**config.mk**
```make
export PLATFORM = sky130hd
export DESIGN_NAME = reg_writeback_stage_flat
export DESIGN_NICKNAME = d
export VERILOG_FILES = /design/src/rtl/s_machine_pkg.sv /design/src/rtl/reg_writeback_stage_if.sv /design/src/rtl/reg_file_8x16.sv /design/src/rtl/reg_writeback_stage.sv /design/src/flat_wrapper.sv
export SDC_FILE = /design/constraint.sdc
export NUM_CORES = 1
export LEC_CHECK = 0
export CORE_AREA = 3 3 149 151
export CTS_BUF_LIST = sky130_fd_sc_hd__clkbuf_16
export DETAILED_ROUTE_END_ITERATION = 10
export DIE_AREA = 0 0 152 154
export PLACE_DENSITY = 0.75
export SYNTH_ARGS = -nofsm -noshare
export SYNTH_HDL_FRONTEND = slang
export SYNTH_HIERARCHICAL = 1
export SYNTH_SLANG_ARGS = --single-unit
```
**constraint.sdc**
```tcl
create_clock -name clk -period 2.2 [get_ports clk]
set_input_delay 0.22 -clock clk [delete_from_list [all_inputs] [get_ports clk]]
set_output_delay 0.22 -clock clk [all_outputs]
set_load 0.02 [all_outputs]
```
**src/rtl/s_machine_pkg.sv**
```systemverilog
// Shared S-Machine definitions: datapath sizes, opcodes, instruction field
// positions, writeback FSM states and per-opcode commit ownership.
package s_machine_pkg;

    localparam int DATA_W   = 16;
    localparam int NUM_REGS = 8;
    localparam int IDX_W    = 3;
    localparam int PSW_W    = 3;

    localparam logic [3:0] OP_NOP  = 4'h0;
    localparam logic [3:0] OP_ADD  = 4'h4;
    localparam logic [3:0] OP_SUB  = 4'h5;
    localparam logic [3:0] OP_OR   = 4'h6;
    localparam logic [3:0] OP_AND  = 4'h7;
    localparam logic [3:0] OP_XOR  = 4'h8;
    localparam logic [3:0] OP_SHR  = 4'h9;
    localparam logic [3:0] OP_MOV  = 4'hA;
    localparam logic [3:0] OP_EXCH = 4'hB;
    localparam logic [3:0] OP_CMP  = 4'hC;
    localparam logic [3:0] OP_SET  = 4'hD;
    localparam logic [3:0] OP_CLR  = 4'hE;

    localparam int OP_MSB   = 15;
    localparam int OP_LSB   = 12;
    localparam int MASK_MSB = 10;
    localparam int MASK_LSB = 8;
    localparam int RA_MSB   = 5;
    localparam int RA_LSB   = 3;
    localparam int RB_MSB   = 2;
    localparam int RB_LSB   = 0;

    typedef enum logic [1:0] {
        ST_IDLE = 2'd0,
        ST_OPER = 2'd1,
        ST_EXEC = 2'd2,
        ST_WB   = 2'd3
    } wb_state_e;

    // ALU result ports are only meaningful for the opcodes that own them.
    function automatic logic writes_ra(input logic [3:0] op);
        logic w;
        case (op)
            OP_ADD, OP_SUB, OP_OR, OP_AND, OP_XOR, OP_SHR, OP_EXCH: w = 1'b1;
            default: w = 1'b0;
        endcase
        return w;
    endfunction

    function automatic logic writes_rb(input logic [3:0] op);
        logic w;
        case (op)
            OP_MOV, OP_EXCH: w = 1'b1;
            default: w = 1'b0;
        endcase
        return w;
    endfunction

    function automatic logic writes_psw(input logic [3:0] op);
        logic w;
        case (op)
            OP_ADD, OP_SUB, OP_OR, OP_AND, OP_XOR, OP_SHR,
            OP_CMP, OP_SET, OP_CLR: w = 1'b1;
            default: w = 1'b0;
        endcase
        return w;
    endfunction

endpackage

```
**src/rtl/reg_writeback_stage_if.sv**
```systemverilog
// Instruction handshake, ALU connection and debug read port of the
// writeback stage; slave is the stage, master is its environment.
interface reg_writeback_stage_if;
    import s_machine_pkg::*;

    logic              inst_valid;
    logic [DATA_W-1:0] inst;
    logic              inst_ready;
    logic              done;
    logic [DATA_W-1:0] alu_inst;
    logic [DATA_W-1:0] alu_a;
    logic [DATA_W-1:0] alu_b;
    logic              alu_z;
    logic              alu_n;
    logic              alu_c;
    logic [DATA_W-1:0] res_a;
    logic [DATA_W-1:0] res_b;
    logic              res_z;
    logic              res_n;
    logic              res_c;
    logic [PSW_W-1:0]  psw;
    logic [IDX_W-1:0]  dbg_sel;
    logic [DATA_W-1:0] dbg_data;

    modport master (
        output inst_valid, inst, res_a, res_b, res_z, res_n, res_c, dbg_sel,
        input  inst_ready, done, alu_inst, alu_a, alu_b, alu_z, alu_n, alu_c,
               psw, dbg_data
    );

    modport slave (
        input  inst_valid, inst, res_a, res_b, res_z, res_n, res_c, dbg_sel,
        output inst_ready, done, alu_inst, alu_a, alu_b, alu_z, alu_n, alu_c,
               psw, dbg_data
    );

endinterface

```
**src/rtl/reg_file_8x16.sv**
```systemverilog
// Eight 16-bit registers: two async read ports, two sync write ports with
// port B taking priority on an address collision, and a debug read port.
module reg_file_8x16
    import s_machine_pkg::*;
(
    input  logic              clk,
    input  logic              rst_n,
    input  logic [IDX_W-1:0]  raddr_a,
    output logic [DATA_W-1:0] rdata_a,
    input  logic [IDX_W-1:0]  raddr_b,
    output logic [DATA_W-1:0] rdata_b,
    input  logic              we_a,
    input  logic [IDX_W-1:0]  waddr_a,
    input  logic [DATA_W-1:0] wdata_a,
    input  logic              we_b,
    input  logic [IDX_W-1:0]  waddr_b,
    input  logic [DATA_W-1:0] wdata_b,
    input  logic [IDX_W-1:0]  dbg_sel,
    output logic [DATA_W-1:0] dbg_data
);

    logic [DATA_W-1:0] regs_r [NUM_REGS];

    assign rdata_a  = regs_r[raddr_a];
    assign rdata_b  = regs_r[raddr_b];
    assign dbg_data = regs_r[dbg_sel];

    // Register storage; EXCH with RA==RB relies on port B overriding port A.
    always_ff @(posedge clk or negedge rst_n) begin
        if (!rst_n) begin
            for (int i = 0; i < NUM_REGS; i++) begin
                regs_r[i] <= {DATA_W{1'b0}};
            end
        end else begin
            for (int i = 0; i < NUM_REGS; i++) begin
                if (we_b && (waddr_b == IDX_W'(i))) begin
                    regs_r[i] <= wdata_b;
                end else if (we_a && (waddr_a == IDX_W'(i))) begin
                    regs_r[i] <= wdata_a;
                end
            end
        end
    end

endmodule

```
**src/rtl/reg_writeback_stage.sv**
```systemverilog
// Sequences one instruction through the ALU (operands, then opcode) and
// commits the ALU results to the register file and PSW per opcode.
module reg_writeback_stage
    import s_machine_pkg::*;
(
    input  logic                 clk,
    input  logic                 reset_n,
    reg_writeback_stage_if.slave bus
);

    wb_state_e         state_r;
    wb_state_e         state_s;
    logic [DATA_W-1:0] inst_r;
    logic [DATA_W-1:0] alu_inst_r;
    logic [IDX_W-1:0]  ra_r;
    logic [IDX_W-1:0]  rb_r;
    logic [PSW_W-1:0]  psw_r;
    logic              done_r;
    logic              inst_ready_r;
    logic [3:0]        op_s;
    logic [IDX_W-1:0]  raddr_a_s;
    logic [IDX_W-1:0]  raddr_b_s;
    logic [DATA_W-1:0] rdata_a_s;
    logic [DATA_W-1:0] rdata_b_s;
    logic              we_a_s;
    logic              we_b_s;
    logic              psw_we_s;

    assign op_s = inst_r[OP_MSB:OP_LSB];

    // Next-state logic: fixed four-cycle walk once an instruction is taken.
    always_comb begin
        state_s = state_r;
        case (state_r)
            ST_IDLE: begin
                if (bus.inst_valid) begin
                    state_s = ST_OPER;
                end else begin
                    state_s = ST_IDLE;
                end
            end
            ST_OPER: state_s = ST_EXEC;
            ST_EXEC: state_s = ST_WB;
            ST_WB:   state_s = ST_IDLE;
            default: state_s = ST_IDLE;
        endcase
    end

    // Operand addressing and commit strobes derived from the current state.
    always_comb begin
        we_a_s    = 1'b0;
        we_b_s    = 1'b0;
        psw_we_s  = 1'b0;
        raddr_a_s = 3'd0;
        raddr_b_s = 3'd0;
        if (state_r == ST_WB) begin
            we_a_s   = writes_ra(op_s);
            we_b_s   = writes_rb(op_s);
            psw_we_s = writes_psw(op_s);
        end else begin
            we_a_s   = 1'b0;
            we_b_s   = 1'b0;
            psw_we_s = 1'b0;
        end
        if (state_r != ST_IDLE) begin
            raddr_a_s = ra_r;
            raddr_b_s = rb_r;
        end else begin
            raddr_a_s = 3'd0;
            raddr_b_s = 3'd0;
        end
    end

    // FSM state, instruction latch, PSW and registered handshake/ALU outputs.
    always_ff @(posedge clk or negedge reset_n) begin
        if (!reset_n) begin
            state_r      <= ST_IDLE;
            inst_r       <= 16'h0000;
            ra_r         <= 3'd0;
            rb_r         <= 3'd0;
            psw_r        <= 3'b000;
            done_r       <= 1'b0;
            inst_ready_r <= 1'b1;
            alu_inst_r   <= 16'h0000;
        end else begin
            state_r <= state_s;
            if ((state_r == ST_IDLE) && bus.inst_valid) begin
                inst_r <= bus.inst;
                ra_r   <= bus.inst[RA_MSB:RA_LSB];
                rb_r   <= bus.inst[RB_MSB:RB_LSB];
            end
            if (psw_we_s) begin
                psw_r <= {bus.res_z, bus.res_n, bus.res_c};
            end
            done_r       <= (state_s == ST_WB);
            inst_ready_r <= (state_s == ST_IDLE);
            // Dropping to NOP outside EXEC gives the ALU a fresh edge every time.
            alu_inst_r   <= (state_s == ST_EXEC) ? inst_r : {OP_NOP, 12'h000};
        end
    end

    reg_file_8x16 u_reg_file (
        .clk      (clk),
        .rst_n    (reset_n),
        .raddr_a  (raddr_a_s),
        .rdata_a  (rdata_a_s),
        .raddr_b  (raddr_b_s),
        .rdata_b  (rdata_b_s),
        .we_a     (we_a_s),
        .waddr_a  (ra_r),
        .wdata_a  (bus.res_a),
        .we_b     (we_b_s),
        .waddr_b  (rb_r),
        .wdata_b  (bus.res_b),
        .dbg_sel  (bus.dbg_sel),
        .dbg_data (bus.dbg_data)
    );

    assign bus.inst_ready = inst_ready_r;
    assign bus.done       = done_r;
    assign bus.alu_inst   = alu_inst_r;
    assign bus.alu_a      = rdata_a_s;
    assign bus.alu_b      = rdata_b_s;
    assign bus.alu_z      = psw_r[2];
    assign bus.alu_n      = psw_r[1];
    assign bus.alu_c      = psw_r[0];
    assign bus.psw        = psw_r;

endmodule
```
**src/flat_wrapper.sv**
```systemverilog
// flat-port wrapper written by rule: the top's interface ports become plain ports
module reg_writeback_stage_flat import s_machine_pkg::*;
  (clk, reset_n, bus_inst_valid, bus_inst, bus_res_a, bus_res_b, bus_res_z, bus_res_n, bus_res_c, bus_dbg_sel, bus_inst_ready, bus_done, bus_alu_inst, bus_alu_a, bus_alu_b, bus_alu_z, bus_alu_n, bus_alu_c, bus_psw, bus_dbg_data);
  reg_writeback_stage_if bus_i ();
  input  logic clk;
  input  logic reset_n;
  input wire logic [$bits(bus_i.inst_valid)-1:0] bus_inst_valid;
  input wire logic [$bits(bus_i.inst)-1:0] bus_inst;
  input wire logic [$bits(bus_i.res_a)-1:0] bus_res_a;
  input wire logic [$bits(bus_i.res_b)-1:0] bus_res_b;
  input wire logic [$bits(bus_i.res_z)-1:0] bus_res_z;
  input wire logic [$bits(bus_i.res_n)-1:0] bus_res_n;
  input wire logic [$bits(bus_i.res_c)-1:0] bus_res_c;
  input wire logic [$bits(bus_i.dbg_sel)-1:0] bus_dbg_sel;
  output wire logic [$bits(bus_i.inst_ready)-1:0] bus_inst_ready;
  output wire logic [$bits(bus_i.done)-1:0] bus_done;
  output wire logic [$bits(bus_i.alu_inst)-1:0] bus_alu_inst;
  output wire logic [$bits(bus_i.alu_a)-1:0] bus_alu_a;
  output wire logic [$bits(bus_i.alu_b)-1:0] bus_alu_b;
  output wire logic [$bits(bus_i.alu_z)-1:0] bus_alu_z;
  output wire logic [$bits(bus_i.alu_n)-1:0] bus_alu_n;
  output wire logic [$bits(bus_i.alu_c)-1:0] bus_alu_c;
  output wire logic [$bits(bus_i.psw)-1:0] bus_psw;
  output wire logic [$bits(bus_i.dbg_data)-1:0] bus_dbg_data;
  assign bus_i.inst_valid = bus_inst_valid;
  assign bus_i.inst = bus_inst;
  assign bus_i.res_a = bus_res_a;
  assign bus_i.res_b = bus_res_b;
  assign bus_i.res_z = bus_res_z;
  assign bus_i.res_n = bus_res_n;
  assign bus_i.res_c = bus_res_c;
  assign bus_i.dbg_sel = bus_dbg_sel;
  assign bus_inst_ready = bus_i.inst_ready;
  assign bus_done = bus_i.done;
  assign bus_alu_inst = bus_i.alu_inst;
  assign bus_alu_a = bus_i.alu_a;
  assign bus_alu_b = bus_i.alu_b;
  assign bus_alu_z = bus_i.alu_z;
  assign bus_alu_n = bus_i.alu_n;
  assign bus_alu_c = bus_i.alu_c;
  assign bus_psw = bus_i.psw;
  assign bus_dbg_data = bus_i.dbg_data;
  reg_writeback_stage u_core (.clk(clk), .reset_n(reset_n), .bus(bus_i));
endmodule
```
======== After elaboration in Yosys (flattened, before gate mapping) ========
Memory sizes are Yosys's and may differ from the RTL's.
Cells that the tools add are included.
operators by class
  multiply operators ...................... 0
  mux-type cells .......................... 35
  eq/ne operators ......................... 27
  reduce and logical (&&, ||, !) cells .... 32
  bitwise gates (word level) .............. 3
  $add $sub $neg .......................... 0
  magnitude comparators ................... 3
  shift operators ......................... 0
  div/mod/pow operators ................... 0
operators with widths
  cell                number
  $mux 16             23
  $bmux 16 s3         3
  $eq 3x3->1 const B  8
  $reduce_bool 2->1   9
  $logic_and 1x1->1   17
  $eq 4x3->1 const B  4
  $eq 4x4->1 const B  4
  $eq 3x2->1 const B  4
  $ge 4x4->1 const B  3
  $not 3->4           3
  $eq 2x2->1 const B  4
  $pmux 2 s4          1
  $reduce_or 7->1     1
  $eq 3x1->1 const B  2
  $logic_not 3->1     2
  $mux 1              6
  $mux 3              2
  $logic_not 2->1     2
  $eq 2x1->1 const B  1
  $reduce_or 2->1     1
word-level totals
  memory bits (read-only) ................. 16
  latch bits .............................. 0
  flip-flop bits (word level) ............. 173
  memories ................................ 1
  memory bits (writable) .................. 0
  bits of input ports ..................... 57
memories
  memory            depth  width  rd ports  clocked after memory_dff  wr ports  line                 source
  (name not given)  16     1      1         0                         0         s_machine_pkg.sv:60  case (op)

======== Depth between registers and ports, before layout ========
  depth in word-level cells ............... 7
  gate-level depth with buffers ........... 8
  gate-level depth less buffers ........... 6

======== By module ========
Netlist, hierarchy kept.
modules (own cells, without submodules)
  module               area each (µm²)  times used  cells each  sequential area each (µm²)
  reg_file_8x16        9352.7           1           770         3203.1
  reg_writeback_stage  1550.2           1           103         977.2

======== Worst setup path after synthesis ========
OpenSTA, ideal clock, no wires.
  kind .................................... reg2out
  start ................................... register u_core.state_r[0]
  end ..................................... output port bus_alu_a[1]
  buffers on the path ..................... 2
  data arrival time ....................... 2013 ps
  path slack .............................. -33 ps
  cell stages (with the launch flop) ...... 8
  cells stage by stage .................... dfrtp_1 > inv_1 > ha_1 > and2b_1 > buf_6 > buf_6 > mux4_1 > mux2_2
between the ends
  word-level cells in the longest chain between the ends .. 6
ends and longest elaborated chain
  element                                     line                       source
  from (decl)                                 reg_writeback_stage.sv:11  wb_state_e state_r;
  from (signal assigned)                      reg_writeback_stage.sv:86  state_r <= state_s;
  $reduce_bool 2->1                           reg_writeback_stage.sv:65  if (state_r != ST_IDLE) begin
  $mux 3                                      reg_writeback_stage.sv:65
  net u_core.raddr_a_s[0]                     reg_writeback_stage.sv:21  logic [IDX_W-1:0] raddr_a_s;
  $not 3->4 (not written as such)             reg_file_8x16.sv:24        assign rdata_a = regs_r[raddr_a];
  $bmux 16 s3                                 reg_file_8x16.sv:24
  $mux 16 (not written as such) (2 in a row)  reg_file_8x16.sv:24
  to (decl)                                   flat_wrapper.sv:18         output wire logic [$bits(bus_i.alu_a)-1:0] bus_alu_a;
The timed path passes the listed nets, and every way through them passes these cells. The select of a mux whose other input is x is not followed.

======== Worst setup path in the final report ========
  start ................................... register u_core.state_r[1]
  end ..................................... output port bus_alu_b[9]
between the ends
  word-level cells in the longest chain between the ends .. 6
ends and longest elaborated chain
  element                                     line                       source
  $reduce_bool 2->1                           reg_writeback_stage.sv:65
  $mux 3                                      reg_writeback_stage.sv:65
  net u_core.raddr_b_s[0]                     reg_writeback_stage.sv:22  logic [IDX_W-1:0] raddr_b_s;
  $not 3->4 (not written as such)             reg_file_8x16.sv:25        assign rdata_b = regs_r[raddr_b];
  $bmux 16 s3                                 reg_file_8x16.sv:25
  $mux 16 (not written as such) (2 in a row)  reg_file_8x16.sv:25
  to (decl)                                   flat_wrapper.sv:19         output wire logic [$bits(bus_i.alu_b)-1:0] bus_alu_b;
The timed path passes the listed nets, and every way through them passes these cells. The select of a mux whose other input is x is not followed.

==> run summary <==
Traced cell by cell, the critical path runs through inv_2 -> ha_4 -> and2b_4 -> buf_12 -> buf_16 -> mux4_2 -> mux2_4 -> buf_6. Synthesis produced 873 cells. Summed over all layers, the routed wires come to roughly 33000 um. Counting every net in the synthesized netlist gives just over 900. In the routed design, unresolved DRC markers number 0.

The largest vdd supply drop came out at roughly 0.00095 V. In this run, distinct cell masters in the synthesized netlist total 37. For this run, the total global-route usage over all layers was measured as ~28%. The floorplan die area came out at between 20000 and 25000 sq um. Per report_power, the clock group accounts for 13.9% of the total. The setup skew after layout is roughly 16 ps. The checks that failed: negative setup slack. The initialized floorplan defines 53 standard-cell rows. The register area is 4180 sq um. The post-synthesis async set-or-reset flop share is between 90% and 100%. Setup repair after global routing could not meet its margin everywhere. Of all nets on the critical path, the largest fanout is 5. The number of buffers between clock root and the deepest sink came out at 2. The dominant register cell in the synthesized netlist is sky130_fd_sc_hd__dfrtp_1.

Relative to the synthesized area, the layout overhead comes to 25.8%. The wire length of the first global-routing pass came out at 51100 um. The detail-routed via count per cell came out at 6.39. By area the synthesized netlist is led by sky130_fd_sc_hd__dfrtp_1, sky130_fd_sc_hd__mux4_1, sky130_fd_sc_hd__mux2i_1. In this run, the combinational gates consume 60.4% of the power. The initial antenna violation count was 1. The via count of the first global-routing pass is around 8700.

The fmax came out at 356 MHz. The final layout net count is about 1100. The Yosys warning count is 6.

The share of the cycle needed by the critical path after routing is 128%. The total setup violations reported at the end of the flow is 32. The worst setup path is launched from a register. The flow ran to the end, but the final reports show violations. Internal power comes to roughly 14 mW. The power spent charging and discharging nets is roughly 8.5 mW. The last weighted congestion value of the routability-driven placer came out at ~0.83. The transition at the pin with the smallest max-transition slack came out at between 500 and 600 ps.

Counting instances in the post-synthesis netlist gives the leading cell types as sky130_fd_sc_hd__dfrtp_1, sky130_fd_sc_hd__mux2i_1, sky130_fd_sc_hd__mux4_1. The die is around 150 um tall. The slowest stage of the critical path belongs to the cell sky130_fd_sc_hd__mux4_2. The DRC violation total after the first TritonRoute iteration came out at around 970. The number of hold violations in the final report came out at 0. The pin count of the biggest net entering global routing is 55. The area of the core came out at about 21000 sq um. The mean post-synth cell area came out at roughly 12 sq um. The number of vias in the routed layout is 8286. The number of antenna cells inserted came out at 0.

The total I/O pin count came out at 129. The share of the yosys chip area belonging to registers came out at roughly two fifths. The total negative slack is -17760 ps.

On the worst path, the slowest cell contributes a delay of ~480 ps. The die span in x came out at ~150 um. The first detailed-routing pass took 5 iterations. The kind of end point of the critical path is an output port. The layout has approximately 1500 filler cells. The multi-input logic area is approximately 6100 sq um. The data arrival time at the worst-slack endpoint came out at ~2600 ps. The share of total power in sequential cells came out at roughly a quarter. The worst hold slack is 300 ps. After detailed routing, the average wire length per cell comes to ~25 um. The worst slew margin relative to its limit came out at 65.5%. In this run the power density over the cells is between 1500 and 2000 nW/um^2.

By startpoint and endpoint, the worst setup path is classified as register to output port. The proportion of layout cells with a drive suffix above 1 came out at between 30% and 40%. The number of enable-type register cells in the synthesized netlist came out at 0.

After synthesis the cells add up to about 11000 sq um. The final total power came out at ~22 mW. The setup slack after layout is -608 ps. Summed over all cells, the static leakage comes to ~6.1 nW. The max-slew violation count was 0.

CTS saw 167 sinks. The total congestion overflow after global routing is 0. The number of flip-flops and latches in the synthesized netlist is around 170. The initial core utilization is a little over half.

Data on the critical path is required at its endpoint by slightly below 2000 ps. The number of CTS-inserted buffers came out at 17. The number of nets with antenna violations after routing came out at 0.

The later pin in the worst-skew pair is clocked with a latency of between 400 and 500 ps. Input and output buffers added on the ports amount to 128. The min-delay analysis places its worst path in the category input port to asynchronous set/reset pin. The tree is rooted in a sky130_fd_sc_hd__clkbuf_16. The clock-pin slew of the registers on the worst-case setup and hold paths is 80 ps. The switching portion of total power came out at between 30% and 40%. The area share of the largest cell type after synthesis came out at around two fifths. The CTS H-tree depth came out at 4. TritonCTS built the clock tree. The post-route minimum period came out at roughly 2800 ps. The total of max-cap violations is 0. Summed over all nets, the half-perimeter wirelength after detailed placement is about 19000 um.

The leading area contributor after synthesis is sky130_fd_sc_hd__dfrtp_1. The leading cell type by number of instances after synthesis is sky130_fd_sc_hd__dfrtp_1.
## layer usage
metal	vias up	GRT usage, %	wire, um
met3	88	7.12	3090
met2	467	46.5	16300
met5	-	0	11
met4	2	10.2	1010
li1	3523	-	-
met1	4206	36.4	12400
## cells by family (layout without fill, tap and decap cells)
group	count (synthesis)	after routing	share of synthesized area, %
adders and majority gates	4	4	0.459
DFF	167	167	38.3
muxes	291	291	41.7
and+or+nand+nor	173	173	7.84
AOI/OAI and AO/OA	132	132	6.14
buffers and inverters	106	255	5.52
## state kept, by name, indices dropped and copies added, names as in the netlist
register,flops
u_core/bus.done,1
u_core/u_reg_file/regs_r,128
u_core/inst_r,16
u_core/bus.inst_ready,1
u_core/bus.psw,3
u_core/bus.alu_inst,16
u_core/state_r,2
## final timing paths
check	slack (ps)	cells after the start	endpoint	startpoint
setup / recovery	-610	8	bus_alu_b[9]	u_core/state_r[1]$_DFF_PN0_
hold reg to reg	480	1	u_core/bus.alu_inst[6]$_DFF_PN0_	u_core/inst_r[6]$_DFFE_PN0P_
hold / removal	300	2	u_core/bus.alu_inst[11]$_DFF_PN0_	reset_n
max in group asynchronous	1220	3	u_core/u_reg_file/regs_r[73]$_DFFE_PN0P_	reset_n
setup reg to reg	110	9	u_core/u_reg_file/regs_r[120]$_DFFE_PN0P_	u_core/state_r[1]$_DFF_PN0_
min in group clk	390	2	u_core/bus.psw[1]$_DFFE_PN0P_	bus_res_n
## power by group through the flow
stage	logic [mW]	registers, mW	clock network [mW]
2_1_floorplan	6.97	5.38	0
3_3_place_gp	10.7	5.42	0
3_5_place_dp	10.9	5.50	0
4_1_cts	13.3	5.55	3.08
5_1_grt	14.0	5.79	3.24
6_report	13.3	5.65	3.07
## critical path: cells and delay by family (launching register included)
family                   cells  cell delay (ps)
multiplexers                 2              780
buffers and inverters        4              470
flip-flops                   1              390
AND/OR/NAND/NOR              1              340
adder cells (fa/ha/maj)      1              170
## layout make-up
type	instances	area share [%]
Multi-Input combinational cell	600	44.4
Clock buffer	17	3.10
Timing Repair Buffer	220	17.9
Clock inverter	15	1.45
Sequential cell	167	30.5
Inverter	3	0.0821
Tap cell	275	2.51
## timing repair
item	in CTS	in global routing
gates resized for setup	327	42
hold buffers	1	0
pin swaps	1	2
gates cloned	9	0
hold endpoints to repair	48	0
setup buffers	19	12
endpoints found under the setup margin	48	106
## layout by cell type (no fill, tap or decap), types with 3 or more instances in the layout
| master | synthesis | layout |
|---|---|---|
| sky130_fd_sc_hd__nand2_1 | 64 | 64 |
| sky130_fd_sc_hd__o21ai_0 | 58 | 57 |
| sky130_fd_sc_hd__clkbuf_2 | 8 | 9 |
| sky130_fd_sc_hd__inv_8 | 0 | 3 |
| sky130_fd_sc_hd__mux4_1 | 84 | 28 |
| sky130_fd_sc_hd__o21ai_1 | 7 | 8 |
| sky130_fd_sc_hd__and4bb_2 | 5 | 5 |
| sky130_fd_sc_hd__clkdlybuf4s15_1 | 0 | 7 |
| sky130_fd_sc_hd__buf_8 | 1 | 3 |
| sky130_fd_sc_hd__nand4b_1 | 6 | 6 |
| sky130_fd_sc_hd__buf_6 | 20 | 41 |
| sky130_fd_sc_hd__and2_1 | 16 | 16 |
| sky130_fd_sc_hd__buf_4 | 8 | 48 |
| sky130_fd_sc_hd__buf_16 | 0 | 4 |
| sky130_fd_sc_hd__dfrtp_1 | 166 | 166 |
| sky130_fd_sc_hd__mux2_4 | 9 | 41 |
| sky130_fd_sc_hd__clkdlybuf4s50_1 | 0 | 78 |
| sky130_fd_sc_hd__mux4_2 | 12 | 68 |
| sky130_fd_sc_hd__a21oi_1 | 64 | 64 |
| sky130_fd_sc_hd__buf_12 | 0 | 27 |
| sky130_fd_sc_hd__inv_6 | 0 | 3 |
| sky130_fd_sc_hd__mux2i_1 | 128 | 127 |
| sky130_fd_sc_hd__and2b_4 | 0 | 3 |
| sky130_fd_sc_hd__mux2_2 | 58 | 26 |
| sky130_fd_sc_hd__clkinv_8 | 0 | 8 |
| sky130_fd_sc_hd__nor2_1 | 65 | 65 |
| sky130_fd_sc_hd__clkbuf_16 | 0 | 17 |
## metrics by stage
step	utilization, %	std cells	worst slack [ps]	instance area [sq um]
2_1_floorplan	-	873	31.7	10900
3_3_place_gp	60.5	1233	-468	12700
3_5_place_dp	60.5	1233	-509	12700
4_1_cts	65.7	1293	-579	13800
5_1_grt	65.5	1297	-668	13700
6_report	65.5	1297	-608	13700
Note: power is estimated with default switching activity, not from simulation.
